===== config.mk =====
export PLATFORM = sky130hd
export DESIGN_NAME = ase_fifo_stream_drain
export DESIGN_NICKNAME = d
export VERILOG_FILES = /design/src/rtl/ase_fifo_drain_pkg.sv /design/src/rtl/ase_skid_ring.sv /design/src/rtl/ase_fifo_stream_drain.sv
export SDC_FILE = /design/constraint.sdc
export NUM_CORES = 1
export LEC_CHECK = 0
export CAP_MARGIN = 20
export CORE_ASPECT_RATIO = 0.5
export CORE_UTILIZATION = 54
export CTS_CLUSTER_SIZE = 8
export DETAILED_ROUTE_END_ITERATION = 8
export PLACE_DENSITY_LB_ADDON = 0.05
export REMOVE_ABC_BUFFERS = 1
export SETUP_SLACK_MARGIN = 0.4
export SYNTH_ARGS = -nofsm -noshare
export SYNTH_HDL_FRONTEND = slang
export SYNTH_SLANG_ARGS = --single-unit

===== constraint.sdc =====
create_clock -name clk -period 4.2 [get_ports clk]
set_input_delay 0.42 -clock clk [delete_from_list [all_inputs] [get_ports clk]]
set_output_delay 0.42 -clock clk [all_outputs]
set_load 0.01 [all_outputs]

===== src/rtl/ase_fifo_drain_pkg.sv =====
// Shared definitions for the ASE FIFO stream drain: error-flag bit positions,
// the sticky error vector type and the saturating counter helper.
package ase_fifo_drain_pkg;

    localparam int ERR_UNDERFLOW = 0;
    localparam int ERR_LOST      = 1;
    localparam int ERR_SPURIOUS  = 2;

    // Widest counter sat_inc can handle.
    localparam int SAT_MAX_WIDTH = 64;

    typedef logic [2:0] ase_drain_err_t;

    // Increment, holding at all-ones of the given width; callers zero-extend and slice back.
    function automatic logic [SAT_MAX_WIDTH-1:0] sat_inc(
        input logic [SAT_MAX_WIDTH-1:0] value,
        input int unsigned              width
    );
        logic [SAT_MAX_WIDTH-1:0] max_val;
        if (width >= SAT_MAX_WIDTH) begin
            max_val = '1;
        end else begin
            max_val = (SAT_MAX_WIDTH'(1) << width) - SAT_MAX_WIDTH'(1);
        end
        return (value == max_val) ? value : value + SAT_MAX_WIDTH'(1);
    endfunction

endpackage


===== src/rtl/ase_skid_ring.sv =====
// Small circular buffer holding beats between the FIFO pop and the stream output.
// Head is read straight from the entry array so a beat pushed in cycle N is visible in N+1.
module ase_skid_ring #(
    parameter int DATA_WIDTH = 64,
    parameter int DEPTH      = 2
) (
    input  logic                       clk,
    input  logic                       rst,
    input  logic                       push,
    input  logic [DATA_WIDTH-1:0]      push_data,
    input  logic                       pop,
    output logic [$clog2(DEPTH):0]     occ,
    output logic [DATA_WIDTH-1:0]      head
);
    localparam int PW = $clog2(DEPTH);
    localparam int OW = PW + 1;

    logic [DATA_WIDTH-1:0] mem_q [DEPTH];
    logic [DATA_WIDTH-1:0] mem_d [DEPTH];
    logic [PW-1:0]         wr_ptr_q, wr_ptr_d;
    logic [PW-1:0]         rd_ptr_q, rd_ptr_d;
    logic [OW-1:0]         occ_q, occ_d;

    always_comb begin
        mem_d    = mem_q;
        wr_ptr_d = wr_ptr_q;
        rd_ptr_d = rd_ptr_q;
        occ_d    = occ_q;
        if (push) begin
            mem_d[wr_ptr_q] = push_data;
            wr_ptr_d        = wr_ptr_q + PW'(1);
        end
        if (pop) begin
            rd_ptr_d = rd_ptr_q + PW'(1);
        end
        case ({push, pop})
            2'b10:   occ_d = occ_q + OW'(1);
            2'b01:   occ_d = occ_q - OW'(1);
            default: occ_d = occ_q;
        endcase
    end

    generate
        for (genvar gi = 0; gi < DEPTH; gi++) begin : g_entry
            always_ff @(posedge clk) begin
                if (rst) begin
                    mem_q[gi] <= '0;
                end else begin
                    mem_q[gi] <= mem_d[gi];
                end
            end
        end
    endgenerate

    always_ff @(posedge clk) begin
        if (rst) begin
            wr_ptr_q <= '0;
            rd_ptr_q <= '0;
            occ_q    <= '0;
        end else begin
            wr_ptr_q <= wr_ptr_d;
            rd_ptr_q <= rd_ptr_d;
            occ_q    <= occ_d;
        end
    end

    assign occ  = occ_q;
    assign head = mem_q[rd_ptr_q];

    // The issue logic upstream must never let the ring overflow or pop while empty.
    assert property (@(posedge clk) disable iff (rst) !(push && !pop && occ_q == OW'(DEPTH)));
    assert property (@(posedge clk) disable iff (rst) !(pop && occ_q == '0));

endmodule


===== src/rtl/ase_fifo_stream_drain.sv =====
// Drains the 1-cycle-latency ASE FIFO read port into a valid/ready stream with
// sequence tags, saturating beat/stall statistics and sticky protocol-error flags.
module ase_fifo_stream_drain
    import ase_fifo_drain_pkg::*;
#(
    parameter int DATA_WIDTH = 64,
    parameter int SKID_DEPTH = 2,
    parameter int SEQ_WIDTH  = 8,
    parameter int CNT_WIDTH  = 32
) (
    input  logic                          clk,
    input  logic                          rst,
    input  logic                          fifo_empty,
    output logic                          fifo_rd_en,
    input  logic [DATA_WIDTH-1:0]         fifo_data,
    input  logic                          fifo_data_v,
    input  logic                          fifo_underflow,
    output logic                          out_valid,
    input  logic                          out_ready,
    output logic [DATA_WIDTH-1:0]         out_data,
    output logic [SEQ_WIDTH-1:0]          out_seq,
    output logic [$clog2(SKID_DEPTH):0]   skid_occ,
    output logic [CNT_WIDTH-1:0]          beat_count,
    output logic [CNT_WIDTH-1:0]          stall_count,
    output logic [2:0]                    err_flags
);
    localparam int OW = $clog2(SKID_DEPTH) + 1;

    logic                 inflight_q, inflight_d;
    logic                 rst_d_q, rst_d_d;
    logic [SEQ_WIDTH-1:0] seq_q, seq_d;
    logic [CNT_WIDTH-1:0] beat_count_q, beat_count_d;
    logic [CNT_WIDTH-1:0] stall_count_q, stall_count_d;
    ase_drain_err_t       err_q, err_d;

    logic                     pop;
    logic                     push;
    logic [OW:0]              demand;
    logic [SAT_MAX_WIDTH-1:0] beat_inc;
    logic [SAT_MAX_WIDTH-1:0] stall_inc;

    assign out_valid = (skid_occ != '0);
    assign pop       = out_valid && out_ready;
    assign push      = inflight_q && fifo_data_v;

    // Slots already spoken for once this cycle's pop leaves; pop implies occ >= 1, so no wrap.
    assign demand     = {1'b0, skid_occ} + (OW+1)'(inflight_q) - (OW+1)'(pop);
    assign fifo_rd_en = !rst && !fifo_empty && (demand < (OW+1)'(SKID_DEPTH));

    ase_skid_ring #(
        .DATA_WIDTH (DATA_WIDTH),
        .DEPTH      (SKID_DEPTH)
    ) u_ring (
        .clk       (clk),
        .rst       (rst),
        .push      (push),
        .push_data (fifo_data),
        .pop       (pop),
        .occ       (skid_occ),
        .head      (out_data)
    );

    always_comb begin
        inflight_d    = fifo_rd_en;
        rst_d_d       = 1'b0;
        seq_d         = seq_q;
        beat_count_d  = beat_count_q;
        stall_count_d = stall_count_q;
        err_d         = err_q;
        beat_inc      = sat_inc(SAT_MAX_WIDTH'(beat_count_q), CNT_WIDTH);
        stall_inc     = sat_inc(SAT_MAX_WIDTH'(stall_count_q), CNT_WIDTH);

        if (pop) begin
            seq_d        = seq_q + SEQ_WIDTH'(1);
            beat_count_d = beat_inc[CNT_WIDTH-1:0];
        end
        if (out_valid && !out_ready) begin
            stall_count_d = stall_inc[CNT_WIDTH-1:0];
        end

        if (fifo_underflow) begin
            err_d[ERR_UNDERFLOW] = 1'b1;
        end
        if (inflight_q && !fifo_data_v) begin
            err_d[ERR_LOST] = 1'b1;
        end
        // A response to a read issued before reset shows up right after it; drop that one quietly.
        if (!inflight_q && fifo_data_v && !rst_d_q) begin
            err_d[ERR_SPURIOUS] = 1'b1;
        end
    end

    always_ff @(posedge clk) begin
        if (rst) begin
            inflight_q    <= 1'b0;
            rst_d_q       <= 1'b1;
            seq_q         <= '0;
            beat_count_q  <= '0;
            stall_count_q <= '0;
            err_q         <= '0;
        end else begin
            inflight_q    <= inflight_d;
            rst_d_q       <= rst_d_d;
            seq_q         <= seq_d;
            beat_count_q  <= beat_count_d;
            stall_count_q <= stall_count_d;
            err_q         <= err_d;
        end
    end

    assign out_seq     = seq_q;
    assign beat_count  = beat_count_q;
    assign stall_count = stall_count_q;
    assign err_flags   = err_q;

endmodule

# After elaboration in Yosys (flattened, before gate mapping)
# Cells that the tools add are included.
# totals
register_bits	209
inputBits	70
out_inout_bits	143
# classes
n_addsub	9
magnitude_cmp	4
eq_ne	4
muxes	8
bitwise_logic	4
n_reduce_logical	19
# op_table
op	count
64-bit 2-to-1 mux	4
128-bit bitwise mux	1
32-bit by 1-bit adder with 32-bit output (second input constant)	2
64-bit demux with 1-bit select	1
32-bit == test (second input constant)	2
1-bit logical AND	9
8-bit by 1-bit adder with 8-bit output (second input constant)	1
1-bit logical NOT	6
2-bit greater-or-equal comparator (second input constant)	2
1-bit NOT with 2-bit output	2
2-bit one-hot mux with 2 select lines	1
2-bit AND reduction	2
2-bit nonzero test	2
2-bit by 1-bit adder with 3-bit output	1
3-bit by 2-bit less-than comparator with 1-bit output (second input constant)	1
3-bit by 1-bit subtractor with 3-bit output	1
1-bit adder (second input constant)	2
2-bit by 1-bit adder with 2-bit output (second input constant)	1
2-bit by 1-bit == test with 1-bit output (second input constant)	1
2-bit == test (second input constant)	1
2-bit by 1-bit less-than comparator with 1-bit output (second input constant)	1
1-bit NOT	2
2-bit by 1-bit subtractor with 2-bit output (second input constant)	1
1-bit 2-to-1 mux	1

# Logic depth before layout (Yosys ltp)
# logic_depth
word_depth	6
ltp_mapped	8

# Hierarchy
# From an unflattened synthesis, not the netlist that was laid out.
# hier_totals
hier_cells	1094
hier_area_um2	9137.5
# modules_own_cells
mod	n_inst	cells_each	area_per_inst_um2	seq_area_each_um2
ase_skid_ring	1	645	5296.3	2642.5
ase_fifo_stream_drain	1	449	3841.2	1541.5

# Worst setup path after synthesis
# OpenSTA, ideal clock, no wires.
# synth_timing
path_kind	register -> output
startpoint	register u_ring.occ_q[1] (netlist: u_ring.occ[1])
endpoint	output port fifo_rd_en
t_arrival_ns	1.929
required_time_ns	3.780
path_slack_ns	1.851
path_stages_with_launch	8
n_path_buf	1
path_cell_list	dfxtp_1 -> buf_2 -> nand2_1 -> mux2i_1 -> nand2_1 -> fa_1 -> xor2_1 -> nor4b_1
# synth_via
elab_chain_len	5
# synth_lines
element	line_no	source
start, declared	ase_skid_ring.sv:22	logic [OW-1:0] occ_q, occ_d;
start signal, assigned	ase_skid_ring.sv:59	occ_q <= '0;
start signal, assigned	ase_skid_ring.sv:63	occ_q <= occ_d;
parallel branches: the longest is 2 deep, another holds 2-bit by 1-bit adder with 3-bit output	n/a	
3-bit by 1-bit subtractor with 3-bit output *	ase_fifo_stream_drain.sv:47	assign demand = {1'b0, skid_occ} + (OW+1)'(inflight_q) - (OW+1)'(pop);
3-bit by 2-bit less-than comparator with 1-bit output *	ase_fifo_stream_drain.sv:48	assign fifo_rd_en = !rst && !fifo_empty && (demand < (OW+1)'(SKID_DEPTH));
1-bit logical AND *	ase_fifo_stream_drain.sv:48	
end, declared	ase_fifo_stream_drain.sv:14	output logic fifo_rd_en,
# Every way passes the cells marked *.

# Worst setup path after layout
# Ends and elaborated chain as after synthesis.

==> flow_summary.ini <==
[clock_network]
clk-insertion-delay-late_ps = 530
cts_tree = built
cts_buffer_depth = 3
numClockSinks = 209
cts-resized-gates = 0
hold_buf_cts = 0
clock-root-buffer = sky130_fd_sc_hd__clkbuf_16
cts_made_buffers = 30
postCtsSetupBuffers = 0
htree_num_levels = 1
path_clk_slew_ps = 50

[detailed_routing]
routed-via-count = 8641
drt_first_iter_violations = 538
avgViaCountPerCell = 5.69
routed-wl-met2_um = 11500
wl_met3_um = 1650
routedLengthMet1_um = 10800
wl_per_cell_um = 16.0
detailedRoute.firstPassIterationCount = 5
drcViolationCount = 0
maxUsedRoutingLayer = met4
route.final.wire_length_um = 24300
postRouteAntennaNets = 0

[worst_setup_path]
endpoint_kind = output port
cp_data_arrival_time_ps = 3030
worstPathRequired_ps = 3780
setup.worst_path.class = reg -> out
startpoint = u_ring.occ[1]
cp_slowest_stage_delay_ps = 630
worst-r2r-setup-slack_ps = 1590
timing.critical_path.depth = 7
critical-path-slowest-cell = sky130_fd_sc_hd__clkdlybuf4s50_1
critical_register_to_register_path_startpoint = beat_count[0]
crit_path_top_cell_by_count = sky130_fd_sc_hd__nand2_1
r2r_end = beat_count[31]
rr_worst_depth = 6
timing.critical_path.cells = nand2_1 > mux2i_1 > nand2_1 > fa_1 > xor2_1 > nor4b_1 > clkdlybuf4s50_1
worst_setup_path_endpoint = fifo_rd_en
cp_top_family = buffers and inverters
critical_path.startpoint_type = flop
critical_path_peak_fanout = 12
critPathBufInv = 1

[layout]
layout-area-overhead-vs-synth_pct = 33.2
antennaDiodeCount = 0
nFillCells = 1285
area.sequential_mm2 = 0.00419
layout-drive-gt1-share_pct = 9.98
post_route_non_filler_standard_cell_count = 1519
multi_input_comb_area_mm2 = 0.00457
nets = 1365

[timing]
setup_tns_ps = 0
timing_worst_slew_pin_value_ps = 1080
rsz0062_at_grt = false
relSlewSlack_pct = 28.2
setup-violations-final = 0
fin_crit_sh_pct = 82.2
fin_skew_ps = 8.88
max_slew_violation_total_from_the_final_report = 0
layout_min_cycle_time_ps = 3450
fmax_mhz = 290
timing.final.ws_setup_ps = 747
timing.final.hold_violations = 0
final_hold_slack_ps = 377

[grt]
via_count_of_the_first_global_routing_pass = 8120
grt_antenna_before_repair = 0
residual_overflow_from_global_routing = 0
grt_start_max_net_pins = 107
globalRouteTotalUtil_pct = 27.2
grt_pass1_wl_um = 38600

[pwr]
vdd_ir_drop_max_v = 0.000299
totalPowerFinal_mw = 4.39
leakage_nw = 3.97
cellPowerDensity_mw_per_mm2 = 364

[yosys]
synth_cell_type_count = 53
synth_async_sr_flop_share_pct = 0
post_synth_inst_count = 1107
synth-xor-area-share_pct = 2.03
synth_top_family_by_area = simple AND/OR/NAND/NOR gates
synth.ff_latch_count = 209
yosys_most_used_dff = sky130_fd_sc_hd__dfxtp_1
yosys-mux-area-fraction_pct = 8.31
netlist_area_mm2 = 0.00907
post_synth_and_or_nand_nor_area_fraction_pct = 23.8
synth.avg_cell_area_um2 = 8.19
yosysSeqAreaShare_pct = 46.1
ys.warnings.count = 0
arithmetic_cell_share_of_the_synthesized_area_counting_full_adders_half_adders_and_majority_gates_pct = 0.635
synth_compound_area_share_pct = 15.3
synth_enable_flop_cells = 0

[status]
outcome = complete, no violations

[worst_hold_path]
holdPathStages = 2
hp-class = in -> reg

[placement]
pre_cts_slack_ps = 889
place.port_buffers = 212
finalWeightedCongestion = 0.806
hpwl_um = 15500
placed_cells_incl_taps = 1486

[floorplanning]
num_rows = 33
i_o_pins = 213
core_area_mm2 = 0.0164
floorplan.initialDensity_pct = 55.3
die_height_um = 93.6
die_area_mm2 = 0.0173
die_x_um = 185

[job]
drv.max_cap_violation_count = 0
-- cell usage after synthesis (4+ instances only) --
| library cell | instances | area [µm²] |
|---|---|---|
| sky130_fd_sc_hd__o2111ai_1 | 4 | 35.0 |
| sky130_fd_sc_hd__nand2_1 | 292 | 1100 |
| sky130_fd_sc_hd__and3_1 | 6 | 37.5 |
| sky130_fd_sc_hd__nand4_1 | 22 | 138 |
| sky130_fd_sc_hd__nor2_1 | 42 | 158 |
| sky130_fd_sc_hd__o31ai_1 | 17 | 128 |
| sky130_fd_sc_hd__buf_2 | 5 | 25.0 |
| sky130_fd_sc_hd__buf_1 | 6 | 22.5 |
| sky130_fd_sc_hd__or2_2 | 6 | 37.5 |
| sky130_fd_sc_hd__clkbuf_1 | 54 | 203 |
| sky130_fd_sc_hd__xnor2_1 | 14 | 123 |
| sky130_fd_sc_hd__nand3_1 | 26 | 130 |
| sky130_fd_sc_hd__inv_1 | 14 | 52.6 |
| sky130_fd_sc_hd__dfxtp_1 | 209 | 4180 |
| sky130_fd_sc_hd__and4_1 | 5 | 43.8 |
| sky130_fd_sc_hd__a21oi_1 | 177 | 886 |
| sky130_fd_sc_hd__xor2_1 | 7 | 61.3 |
| sky130_fd_sc_hd__o21ai_0 | 27 | 135 |
| sky130_fd_sc_hd__or3_1 | 27 | 169 |
| sky130_fd_sc_hd__or4_1 | 18 | 135 |
| sky130_fd_sc_hd__nor4_1 | 9 | 56.3 |
| sky130_fd_sc_hd__nor3_1 | 5 | 25.0 |
| sky130_fd_sc_hd__mux2_2 | 66 | 743 |
| sky130_fd_sc_hd__o21a_1 | 5 | 37.5 |
-- flip-flops by register name (all words and copies together), names as in the netlist, 2 cells and up --
name and flops:
err_flags 3, stall_count 32, u_ring.mem_q 128, beat_count 32, u_ring.occ 2, out_seq 8
-- routing by layer --
metal / GRT usage (%) / up-vias
met4: 7.51 / 0
met2: 46.6 / 241
met1: 34.6 / 4137
li1: - / 4218
met3: 5.53 / 45
met5: 0 / -
-- worst min path at each step --
stage | startpoint | slack (ps) | to
2_1_floorplan | u_ring.mem_q[0] | 430 | u_ring.mem_q[0]
3_3_place_gp | u_ring.mem_q[19] | 440 | u_ring.mem_q[19]
3_5_place_dp | u_ring.mem_q[83] | 450 | u_ring.mem_q[83]
4_1_cts | rst | 370 | rst_d_q
5_1_grt | rst | 400 | rst_d_q
6_report | rst | 380 | stall_count[16]
-- cells by family (layout without fill, tap and decap cells) --
logic type,Yosys count,in the layout
multiplexers,67,67
adder cells (fa/ha/maj),4,4
flip-flops,209,209
buffers and inverters,83,268
AND/OR/NAND/NOR,474,474
XOR/XNOR,21,21
AO/OA/AOI/OAI,249,249
-- placed cells by master, fill, tap and decap left out, types with 6 or more instances in the layout --
master                            instances
sky130_fd_sc_hd__inv_1                   14
sky130_fd_sc_hd__nor2_1                  41
sky130_fd_sc_hd__clkbuf_16               31
sky130_fd_sc_hd__mux2_2                  66
sky130_fd_sc_hd__or4_1                   18
sky130_fd_sc_hd__o21ai_0                 27
sky130_fd_sc_hd__xnor2_1                 14
sky130_fd_sc_hd__clkdlybuf4s50_1        211
sky130_fd_sc_hd__o31ai_1                 17
sky130_fd_sc_hd__nand2_1                292
sky130_fd_sc_hd__dfxtp_1                208
sky130_fd_sc_hd__a21oi_1                177
sky130_fd_sc_hd__nand3_1                 25
sky130_fd_sc_hd__or3_1                   27
sky130_fd_sc_hd__nor4_1                   8
sky130_fd_sc_hd__nand4_1                 22
sky130_fd_sc_hd__buf_4                    8
sky130_fd_sc_hd__xor2_1                   7
sky130_fd_sc_hd__or2_2                    6
-- power by group --
group | internal [mW] | leakage (nW) | switching [mW]
Sequential | 2.02 | 1.69 | 0.0214
Clock | 1.28 | 0.387 | 0.797
Combinational | 0.144 | 1.89 | 0.132
Total | 3.44 | 3.97 | 0.951
-- through the flow --
step | utilization [%] | cell area, µm²
after floorplan | - | 8770
after global placement | 68.9 | 11300
after detailed placement | 68.9 | 11300
after CTS | 73.7 | 12100
after global routing | 73.7 | 12100
final | 73.7 | 12100
-- worst reg2reg max path: cells and delay by family (launching register included) --
kind	cells	cell delay, ps
AND/OR/NAND/NOR	2	830
flip-flops	1	400
adder cells (fa/ha/maj)	1	210
AO/OA/AOI/OAI	3	1100
-- cell type report --
| class | count | area share (%) |
|---|---|---|
| inverters | 14 | 0.435 |
| flip-flops and latches | 209 | 34.6 |
| well taps | 227 | 2.35 |
| clock inverters | 1 | 0.0725 |
| multi-input cells | 815 | 37.8 |
| clock buffers | 32 | 6.45 |
| repair buffers | 221 | 18.2 |
Note: power is estimated with default switching activity, not from simulation.
